===== config.mk =====
export PLATFORM = sky130hd
export DESIGN_NAME = aes256_stream_ctrl
export DESIGN_NICKNAME = d
export VERILOG_FILES = /design/src/rtl/aes256_ctrl_pkg.sv /design/src/rtl/aes256_ctrl_watchdog.sv /design/src/rtl/aes256_stream_ctrl.sv
export SDC_FILE = /design/constraint.sdc
export NUM_CORES = 1
export LEC_CHECK = 0
export CAP_MARGIN = 30
export CORE_AREA = 10 10 311 313
export CTS_BUF_LIST = sky130_fd_sc_hd__clkbuf_8
export DETAILED_ROUTE_END_ITERATION = 10
export DIE_AREA = 0 0 321 323
export HOLD_SLACK_MARGIN = 0.05
export PLACE_DENSITY = 0.5
export SLEW_MARGIN = 10
export SYNTH_ARGS = -nofsm -noshare
export SYNTH_HDL_FRONTEND = slang
export SYNTH_SLANG_ARGS = --single-unit

===== constraint.sdc =====
create_clock -name clk -period 2.4 [get_ports clk]
set_input_delay 0.36 -clock clk [delete_from_list [all_inputs] [get_ports clk]]
set_output_delay 0.36 -clock clk [all_outputs]
set_load 0.005 [all_outputs]

===== src/rtl/aes256_ctrl_pkg.sv =====
// Shared types and sizes for the AES-256 stream controller.
package aes256_ctrl_pkg;

    localparam int AES_BLOCK_BYTES = 16;
    localparam int AES_KEY_W       = 256;
    localparam int AES_BLK_W       = 128;

    typedef enum logic [2:0] {
        IDLE      = 3'd0,
        KEY_START = 3'd1,
        KEY_WAIT  = 3'd2,
        READY     = 3'd3,
        ENC_REQ   = 3'd4,
        ENC_WAIT  = 3'd5,
        STREAM    = 3'd6,
        ERR       = 3'd7
    } state_t;

endpackage


===== src/rtl/aes256_ctrl_watchdog.sv =====
// Response watchdog: counts enabled cycles since the last clear and flags
// expiry on the cycle the count reaches TIMEOUT_CYCLES.
module aes256_ctrl_watchdog #(
    parameter int TIMEOUT_CYCLES = 1024
) (
    input  logic clk,
    input  logic rst,
    input  logic clear,
    input  logic enable,
    output logic expired
);

    localparam int WD_W = $clog2(TIMEOUT_CYCLES + 1);
    localparam logic [WD_W-1:0] LIMIT = WD_W'(TIMEOUT_CYCLES - 1);

    logic [WD_W-1:0] cnt_q, cnt_d;

    // Expiry depends only on registered state so the FSM can use it freely.
    assign expired = enable && (cnt_q == LIMIT);

    always_comb begin
        cnt_d = cnt_q;
        if (clear) begin
            cnt_d = '0;
        end else if (enable && !expired) begin
            cnt_d = cnt_q + 1'b1;
        end
    end

    always_ff @(posedge clk) begin
        if (!rst) begin
            cnt_q <= '0;
        end else begin
            cnt_q <= cnt_d;
        end
    end

endmodule


===== src/rtl/aes256_stream_ctrl.sv =====
// Sequences the AES-256 core: key load and expansion, per-block encryption
// request, byte forwarding, block counting and hang/protocol error flags.
module aes256_stream_ctrl
    import aes256_ctrl_pkg::*;
#(
    parameter int TIMEOUT_CYCLES = 1024,
    parameter int CNT_W          = 32
) (
    input  logic                 clk,
    input  logic                 rst,
    input  logic                 cfg_key_valid,
    input  logic [255:0]         cfg_key,
    output logic                 cfg_key_ready,
    input  logic                 blk_valid,
    input  logic [127:0]         blk_data,
    output logic                 blk_ready,
    output logic                 out_valid,
    output logic [7:0]           out_byte,
    output logic                 out_last,
    output logic                 core_key_expand_start,
    output logic [255:0]         core_master_key,
    input  logic                 core_key_ready,
    output logic                 core_next_val_req,
    output logic [127:0]         core_data_in,
    input  logic                 core_enc_done,
    input  logic                 core_next_val_ready,
    input  logic [7:0]           core_data_out,
    output logic                 busy,
    output logic [CNT_W-1:0]     blk_count,
    output logic                 err_timeout,
    output logic                 err_protocol
);

    localparam logic [3:0] LAST_BYTE = 4'(AES_BLOCK_BYTES - 1);

    state_t                 state_q, state_d;
    logic [AES_KEY_W-1:0]   key_q, key_d;
    logic [AES_BLK_W-1:0]   blk_q, blk_d;
    logic [3:0]             byte_cnt_q, byte_cnt_d;
    logic [CNT_W-1:0]       blk_count_q, blk_count_d;
    logic                   out_valid_q, out_valid_d;
    logic [7:0]             out_byte_q, out_byte_d;
    logic                   out_last_q, out_last_d;
    logic                   err_timeout_q, err_timeout_d;
    logic                   err_protocol_q, err_protocol_d;
    logic                   key_rdy_prev_q, key_rdy_prev_d;

    logic key_hs, blk_hs, key_rise, byte_take;
    logic wd_clear, wd_enable, wd_expired;

    assign cfg_key_ready = (state_q == IDLE) || (state_q == READY);
    assign blk_ready     = (state_q == READY) && !cfg_key_valid;
    assign key_hs        = cfg_key_valid && cfg_key_ready;
    assign blk_hs        = blk_valid && blk_ready;
    assign key_rise      = core_key_ready && !key_rdy_prev_q;
    assign wd_enable     = (state_q == KEY_WAIT) || (state_q == ENC_WAIT) || (state_q == STREAM);

    aes256_ctrl_watchdog #(.TIMEOUT_CYCLES(TIMEOUT_CYCLES)) u_watchdog (
        .clk     (clk),
        .rst     (rst),
        .clear   (wd_clear),
        .enable  (wd_enable),
        .expired (wd_expired)
    );

    // NOTE: every signal gets a default first, so no path through the case infers a latch.
    always_comb begin
        state_d        = state_q;
        key_d          = key_q;
        blk_d          = blk_q;
        byte_cnt_d     = byte_cnt_q;
        blk_count_d    = blk_count_q;
        out_valid_d    = 1'b0;
        out_byte_d     = out_byte_q;
        out_last_d     = 1'b0;
        err_timeout_d  = err_timeout_q;
        err_protocol_d = err_protocol_q;
        key_rdy_prev_d = core_key_ready;
        byte_take      = 1'b0;

        case (state_q)
            IDLE: if (key_hs) begin
                key_d   = cfg_key;
                state_d = KEY_START;
            end
            KEY_START: state_d = KEY_WAIT;
            KEY_WAIT: begin
                if (key_rise) begin
                    state_d = READY;
                end else if (wd_expired) begin
                    err_timeout_d = 1'b1;
                    state_d       = ERR;
                end
            end
            READY: begin
                if (key_hs) begin
                    key_d   = cfg_key;
                    state_d = KEY_START;
                end else if (blk_hs) begin
                    blk_d   = blk_data;
                    state_d = ENC_REQ;
                end
            end
            ENC_REQ: state_d = ENC_WAIT;
            ENC_WAIT: begin
                if (core_enc_done) begin
                    byte_cnt_d = '0;
                    state_d    = STREAM;
                end else if (wd_expired) begin
                    err_timeout_d = 1'b1;
                    state_d       = ERR;
                end
            end
            STREAM: begin
                // The last byte is on the output this cycle; READY follows it.
                if (out_last_q) begin
                    state_d = READY;
                end else if (core_next_val_ready) begin
                    byte_take   = 1'b1;
                    out_valid_d = 1'b1;
                    out_byte_d  = core_data_out;
                    byte_cnt_d  = byte_cnt_q + 1'b1;
                    if (byte_cnt_q == LAST_BYTE) begin
                        out_last_d  = 1'b1;
                        blk_count_d = blk_count_q + 1'b1;
                    end
                end else if (wd_expired) begin
                    err_timeout_d = 1'b1;
                    state_d       = ERR;
                end
            end
            ERR:     state_d = ERR;
            default: state_d = ERR;
        endcase

        if (core_next_val_ready && (state_q != STREAM)) begin
            err_protocol_d = 1'b1;
        end

        wd_clear = (state_d != state_q) || byte_take;
    end

    // NOTE: reset is synchronous, so it is tested inside the clocked block; the
    // key/data registers are reset as well because they drive visible ports.
    always_ff @(posedge clk) begin
        if (!rst) begin
            state_q        <= IDLE;
            key_q          <= '0;
            blk_q          <= '0;
            byte_cnt_q     <= '0;
            blk_count_q    <= '0;
            out_valid_q    <= 1'b0;
            out_byte_q     <= '0;
            out_last_q     <= 1'b0;
            err_timeout_q  <= 1'b0;
            err_protocol_q <= 1'b0;
            key_rdy_prev_q <= 1'b0;
        end else begin
            state_q        <= state_d;
            key_q          <= key_d;
            blk_q          <= blk_d;
            byte_cnt_q     <= byte_cnt_d;
            blk_count_q    <= blk_count_d;
            out_valid_q    <= out_valid_d;
            out_byte_q     <= out_byte_d;
            out_last_q     <= out_last_d;
            err_timeout_q  <= err_timeout_d;
            err_protocol_q <= err_protocol_d;
            key_rdy_prev_q <= key_rdy_prev_d;
        end
    end

    assign core_key_expand_start = (state_q == KEY_START);
    assign core_next_val_req     = (state_q == ENC_REQ);
    assign core_master_key       = key_q;
    assign core_data_in          = blk_q;
    assign busy                  = !((state_q == IDLE) || (state_q == READY) || (state_q == ERR));
    assign out_valid             = out_valid_q;
    assign out_byte              = out_byte_q;
    assign out_last              = out_last_q;
    assign blk_count             = blk_count_q;
    assign err_timeout           = err_timeout_q;
    assign err_protocol          = err_protocol_q;

endmodule

==> results of run 1 <==
-- worst min path at each step --
| stage | end | slack [ns] | cells past startpoint |
|---|---|---|---|
| 6_report | core_master_key[36]$_SDFFE_PN0P_ | 0.20 | 3 |
| 3_3_place_gp | core_master_key[216]$_SDFFE_PN0P_ | 0.44 | 2 |
| 3_5_place_dp | core_master_key[216]$_SDFFE_PN0P_ | 0.44 | 2 |
| 2_1_floorplan | u_watchdog.cnt_q[10]$_SDFFE_PP0P_ | 0.44 | 2 |
| 5_1_grt | core_master_key[26]$_SDFFE_PN0P_ | 0.11 | 3 |
| 4_1_cts | core_master_key[157]$_SDFFE_PN0P_ | 0.09 | 3 |
-- critical path, stage by stage (launching register included) --
cell,delay [ns]
dfxtp_4,0.35
buf_4,0.15
buf_4,0.16
o21a_1,0.22
clkdlybuf4s15_1,0.28
-- per-stage QoR --
stage          total power [mW]  setup WS, ns  std cells  cell area [µm²]
6_report                   19.2         0.202       4137            28100
3_3_place_gp               11.6        0.0177       3975            26300
4_1_cts                    19.7        0.0153       4129            28100
5_1_grt                    20.2      0.000880       4133            28100
3_5_place_dp               11.6        0.0476       3975            26300
2_1_floorplan              9.34         0.645       2020            16100
-- cell usage after synthesis, types with 2 or more instances --
cell / count
nand2b_1: 4
nor2_1: 36
buf_2: 23
xnor2_1: 6
nand3_1: 18
nand2_1: 791
xor2_1: 20
a21oi_1: 406
nand4b_1: 2
and4_1: 4
nand4_2: 2
ha_1: 3
and2_1: 11
and3_1: 7
clkbuf_1: 95
nand3b_1: 4
nor2b_1: 4
o21ai_0: 18
dfxtp_1: 447
nor3_1: 17
nand4_1: 21
a21o_1: 3
or3_1: 13
inv_1: 6
mux2i_1: 13
o31ai_1: 2
buf_4: 25
-- what timing repair did --
| item | in CTS | in global routing |
|---|---|---|
| cloned | 0 | 0 |
| buffers inserted | 2 | 0 |
| endpoints found under the setup margin | 5 | 1 |
| pin swaps | 0 | 0 |
| resized for setup | 15 | 1 |
-- report_power, final --
group          leakage (nW)  internal, mW  switching (mW)
clock network          1.01          4.45            3.41
registers              3.64          7.85           0.217
logic                  5.33          1.79            1.48
total                  9.98          14.1            5.11
-- layout by cell type, fill, tap and decap left out, types with 2 or more instances in the layout --
master and count:
a21oi_1 406, xor2_1 20, mux2i_1 13, clkdlybuf4s50_1 826
nor2_4 2, clkinv_2 9, inv_1 30, ha_1 3
nand2_1 788, clkbuf_8 111, and2_1 9, buf_4 56
dlygate4sd2_1 3, nor2_1 35, buf_12 29, nand3_1 18
and3_1 7, nor2b_1 4, nand4_1 21, nand4b_1 2
or3_1 13, clkinvlp_4 4, bufinv_16 3, nand2b_1 4
dfxtp_4 2, nand2_4 3, nor3_1 16, and4_1 4
and2_4 2, xnor2_1 6, dfxtp_1 445, a21o_1 3
nand3b_1 4, o21ai_0 18, nand4_2 2, diode_2 8
o31ai_1 2
-- layout make-up --
cell class	count	area [µm²]	share of cell area
repair buffers	915	9310	0.331
clock inverters	41	264	0.00939
clock buffers	111	1530	0.0543
flip-flops and latches	447	8960	0.318
multi-input cells	1422	6540	0.232
well taps	1186	1480	0.0528
inverters	7	33.8	0.00120
diodes	8	20.0	0.000712
-- sequential cells by signal, indices dropped and copies added, names as in the netlist --
register and count:
blk_count 32, byte_cnt_q 4, core_data_in 128, core_master_key 256, err_protocol 1, err_timeout 1
key_rdy_prev_q 1, out_byte 8, out_last 1, out_valid 1, state_q 3, u_watchdog.cnt_q 11
-- kinds of logic after synthesis --
| group | after synthesis | share of synthesized area |
|---|---|---|
| adder cells (fa/ha/maj) | 3 | 0.00233 |
| flip-flops | 447 | 0.555 |
| AND/OR/NAND/NOR | 944 | 0.240 |
| buffers and inverters | 151 | 0.0427 |
| XOR/XNOR | 26 | 0.0141 |
| AO/OA/AOI/OAI | 435 | 0.137 |
| multiplexers | 14 | 0.00877 |
-- layer usage --
layer  share of wire  routed length (µm)  track usage
met1            0.37               28100        0.143
met2            0.50               37500        0.238
met3            0.11                7930       0.0679
met4           0.019                1450       0.0385
met5          0.0012                  88            0
==> reports/metrics.yaml, run 1 <==
hold_path:
  hold_start: "cfg_key[36]"
  hold_class: "in2reg"
power:
  power.density_nw_per_um2: 683
  ir_drop_mv: 0.486
  p_leak_nw: 9.98
critical_path:
  crit_type: "reg2out"
  critPathLaunchType: "flip-flop"
  startpoint: "state_q[2]$_SDFF_PN0_"
  cp-endpoint: "busy"
  worstPathMaxFanout: 8
  r2r-start: "state_q[0]$_SDFF_PN0_"
  rr_worst_depth: 6
  arrival_ns: 1.84
  required_ns: 2.04
  reg2reg_to: "blk_count[31]$_SDFFE_PN0P_"
  cp-end-kind: "primary output"
  r2r_slack_ns: 0.31
logic_synthesis:
  yosysWarnings: 0
  synth_area_um2: 16100
  synth-edff-count: 0
  synth_top_cell_area_share: 0.555
  synth_cell_types: 46
  ys_seq_area_frac: 0.555
  synthTopCellsByArea: "dfxtp_1 55%, nand2_1 18%, a21oi_1 13%"
  async_flop_share: 0
  avgSynthCellArea_um2: 7.98
  synth_top_area_cell: "dfxtp_1"
  synth_seq_cells: 447
  synth_fp_nets: 2422
  synth_ff_type: "dfxtp_1"
  synth_cells: 2020
die:
  dieArea_um2: 104000
  rows: 111
  die_h_um: 323
  num_io_pins: 832
  coreArea_um2: 90800
  start_util: 0.178
  die_w_um: 321
route:
  routedWlPerCell_um: 18.1
  dr.pass1.iters: 4
  vias: 16500
  final_antenna_net_count: 0
  wl_um: 75000
  viasPerCell: 4.00
  drc: 0
  drt_iter0_drc: 860
finish:
  utilization: 0.310
  nFillCells: 9851
  syn2layout_area_growth_pct: 74.4
  final_nets: 3280
  drive_gt1_frac: 0.0795
clocking:
  root_buffer: "clkbuf_8"
  cts.sinks: 447
  cts_htree_levels: 3
  clockBufferDepth: 3
  cts_buffers: 85
  cts_tree: "yes"
  path_clk_slew_ns: 0.06
  cts_hold_buf: 0
  clk-insertion-delay-late_ns: 0.70
timing:
  max_slew_margin: 0.649
  grt_setup_unrepaired: "no"
  setup_viol: 0
  fmax_ghz: 0.455
  min_period_over_period: 0.916
  hold_ws_ns: 0.199
  period_needed_ns: 2.20
  finalHoldViolations: 0
  setup_tns_ns: 0
  worstMarginPinSlew_ns: 0.526
  fin_skew_ns: 0.0296
  drv_slew: 0
place:
  port_buffers: 831
  detailed_place_hpwl_um: 57800
  gp_congestion: 0.806
grt:
  grt_pass1_vias: 16500
  gr-usage-all-layers: 0.136
  grt_max_degree: 72
  grt_pass1_wl_um: 108000
  gr-total-overflow: 0
  grt_antenna_before_repair: 11
run_status:
  run_status: "finished clean"
job:
  drv_cap: 0
Note: power is estimated with default switching activity, not from simulation.
==> run 2: changes to the inputs <==
--- a/config.mk
+++ b/config.mk
@@ -12,6 +12,7 @@
 export DIE_AREA = 0 0 321 323
 export HOLD_SLACK_MARGIN = 0.05
 export PLACE_DENSITY = 0.5
+export RECOVER_POWER = 50
 export SLEW_MARGIN = 10
 export SYNTH_ARGS = -nofsm -noshare
 export SYNTH_HDL_FRONTEND = slang
==> run 2 against run 1 <==
  * Global-route usage unchanged
  * Critical path depth did not move
  * Clock skew decreased by 0.0040 ns
  * Sequential share of layout area rose by 0.21 points
  * Total power is 0.47% lower
  * Worst hold slack better by 0.0035 ns
  * Register-to-register slack got worse by 0.13 ns
  * Critical endpoint unchanged
  * Largest power group unchanged
  * Highest routed layer unchanged
==> reports/metrics.yaml, run 2 (same netlist as run 1, synthesis figures left out) <==
timing:
  max_slew_margin: 0.555  # -0.0941
  hold_ws_ns: 0.203  # +0.00354 ns
  worstMarginPinSlew_ns: 0.667  # +0.141 ns
  period_needed_ns: 2.23  # +0.0307 ns
  finalHoldViolations: 0  # unchanged
  grt_setup_unrepaired: "no"
  drv_slew: 0  # unchanged
  fmax_ghz: 0.449  # -1.4%
  setup_ws_ns: 0.172  # -0.0307 ns
  min_period_over_period: 0.928  # +0.0128
  setup_tns_ns: 0  # unchanged
  setup_viol: 0  # unchanged
  fin_skew_ns: 0.0255  # -0.00403 ns
critical_path:
  cpMaxStageDelayCell: "dfxtp_4"
  required_ns: 2.04  # about the same
  r2r_slack_ns: 0.18  # -0.13 ns
  reg2reg_to: "core_master_key[64]$_SDFFE_PN0P_"
  rr_worst_depth: 8  # +2
  r2r-start: "state_q[0]$_SDFF_PN0_"
  worstPathMaxFanout: 8  # unchanged
  crit_type: "reg2out"
  arrival_ns: 1.87  # +0.03 ns
  cp-end-kind: "primary output"
  critPathLaunchType: "flip-flop"
  path_cells: "buf_4 -> buf_4 -> o21a_1 -> clkdlybuf4s15_1"
  cpMostUsedCell: "buf_4"
  critPathMaxStageDelay_ns: 0.35  # about the same
grt:
  gr-usage-all-layers: 0.136  # unchanged
  gr-total-overflow: 0  # unchanged
  grt_max_degree: 72  # unchanged
  grt_antenna_before_repair: 12  # +1
  grt_pass1_wl_um: 108000  # unchanged
  grt_pass1_vias: 16500  # unchanged
route:
  routedWlPerCell_um: 18.1  # about the same
  vias: 16600  # +0.36%
  dr.pass1.iters: 5  # +1
  drt_iter0_drc: 918  # +6.7%
  drc: 0  # unchanged
  viasPerCell: 4.01  # +0.34%
  wl_um: 75000  # about the same
  final_antenna_net_count: 0  # unchanged
die:
  rows: 111  # unchanged
  num_io_pins: 832  # unchanged
  coreArea_um2: 90800  # unchanged
  start_util: 0.178  # unchanged
  dieArea_um2: 104000  # unchanged
  die_h_um: 323  # unchanged
  die_w_um: 321  # unchanged
clocking:
  cts_buffers: 85  # unchanged
  cts.sinks: 447  # unchanged
  path_clk_slew_ns: 0.06  # about the same
  root_buffer: "clkbuf_8"
  clockBufferDepth: 3  # unchanged
  cts_htree_levels: 3  # unchanged
  cts_tree: "yes"
  clk-insertion-delay-late_ns: 0.70  # about the same
finish:
  design_area_um2: 27900  # -0.66%
  largest_register_ffs: 256  # unchanged
  final_cell_mix: "801 x clkdlybuf4s50_1, 788 x nand2_1, 445 x dfxtp_1, 406 x a21oi_1, 111 x clkbuf_8"
  utilization: 0.308  # -0.00205
  final_nets: 3280  # unchanged
  multiInputGateArea_um2: 6510  # -0.42%
  drive_gt1_frac: 0.0751  # -0.00442
  final_common_cell: "clkdlybuf4s50_1"
  nFillCells: 9878  # +0.27%
  seqCellArea_um2: 8960  # unchanged
  syn2layout_area_growth_pct: 73.3
job:
  drv_cap: 0  # unchanged
place:
  pre_cts_ws_ns: 0.0476  # unchanged
  port_buffers: 831  # unchanged
  gp_congestion: 0.806  # unchanged
  detailed_place_hpwl_um: 57800  # unchanged
  placed_cell_area_um2: 26300  # unchanged
hold_path:
  hold_end: "core_master_key[10]$_SDFFE_PN0P_"
  hold_class: "in2reg"
  hold_start: "cfg_key[10]"
  holdPathStages: 3  # unchanged
power:
  ir_drop_mv: 0.484  # -0.35%
  power.density_nw_per_um2: 684  # +0.20%
  p_leak_nw: 9.95  # -0.24%
run_status:
  run_status: "finished clean"
==> run 2: changes by cell type in the layout (fill, tap and decap cells not counted), sizes merged <==
cell,change
dlygate4sd3,+25
clkbuf,+19
clkdlybuf4s50,-25
diode,+1
buf,-19
==> run 2: layer usage <==
layer | vias up | routed length [µm] | global-route usage
met4 | 12 | 1460 | 0.0385
li1 | 8345 | - | -
met5 | - | 69 | 0
met2 | 560 | 37600 | 0.238
met3 | 105 | 7790 | 0.0679
met1 | 7577 | 28100 | 0.143
==> run 2: metrics by stage <==
step                power, mW  std cells
floorplan                9.34       2020
global placement         11.6       3975
detailed placement       11.6       3975
CTS                      19.7       4129
global route             20.2       4134
finish                   19.1       4138
==> run 2: how the worst max path moves through the flow <==
stage / cells after the start / end / slack [ns] / start
floorplan: 6 / blk_count[31]$_SDFFE_PN0P_ / 0.65 / blk_count[6]$_SDFFE_PN0P_
CTS: 3 / busy / 0.02 / state_q[1]$_SDFF_PN0_
global route: 3 / busy / 0.0009 / state_q[1]$_SDFF_PN0_
finish: 4 / busy / 0.17 / state_q[2]$_SDFF_PN0_
global placement: 6 / blk_count[31]$_SDFFE_PN0P_ / 0.02 / core_next_val_ready
detailed placement: 6 / blk_count[31]$_SDFFE_PN0P_ / 0.05 / core_next_val_ready
==> run 2: area by class of cell <==
class,instances,share of cell area
inverter,7,0.00121
clock buffer,111,0.0547
antenna,9,0.000806
timing repair buffer,915,0.327
sequential,447,0.321
clock inverter,41,0.00945
multi-input combinational,1422,0.233
tap,1186,0.0531
==> run 2: report_power, final <==
group	internal [mW]	switching, mW	leakage [nW]
clock	4.45	3.41	1.01
combinational	1.71	1.47	5.30
sequential	7.85	0.215	3.64
==> run 2: repair_timing <==
action                                  4_1_cts  5_1_grt
buffers inserted                              2        0
hold buffers                                  0        0
hold endpoints to repair                      0        0
gates resized for setup                      15        1
endpoints found under the setup margin        5        1
==> run 2: worst max-delay path: cells and delay by family, from the launching register on <==
kind	cells	cell delay [ns]
buffers and inverters	3	0.60
DFF	1	0.35
AOI/OAI and AO/OA	1	0.24
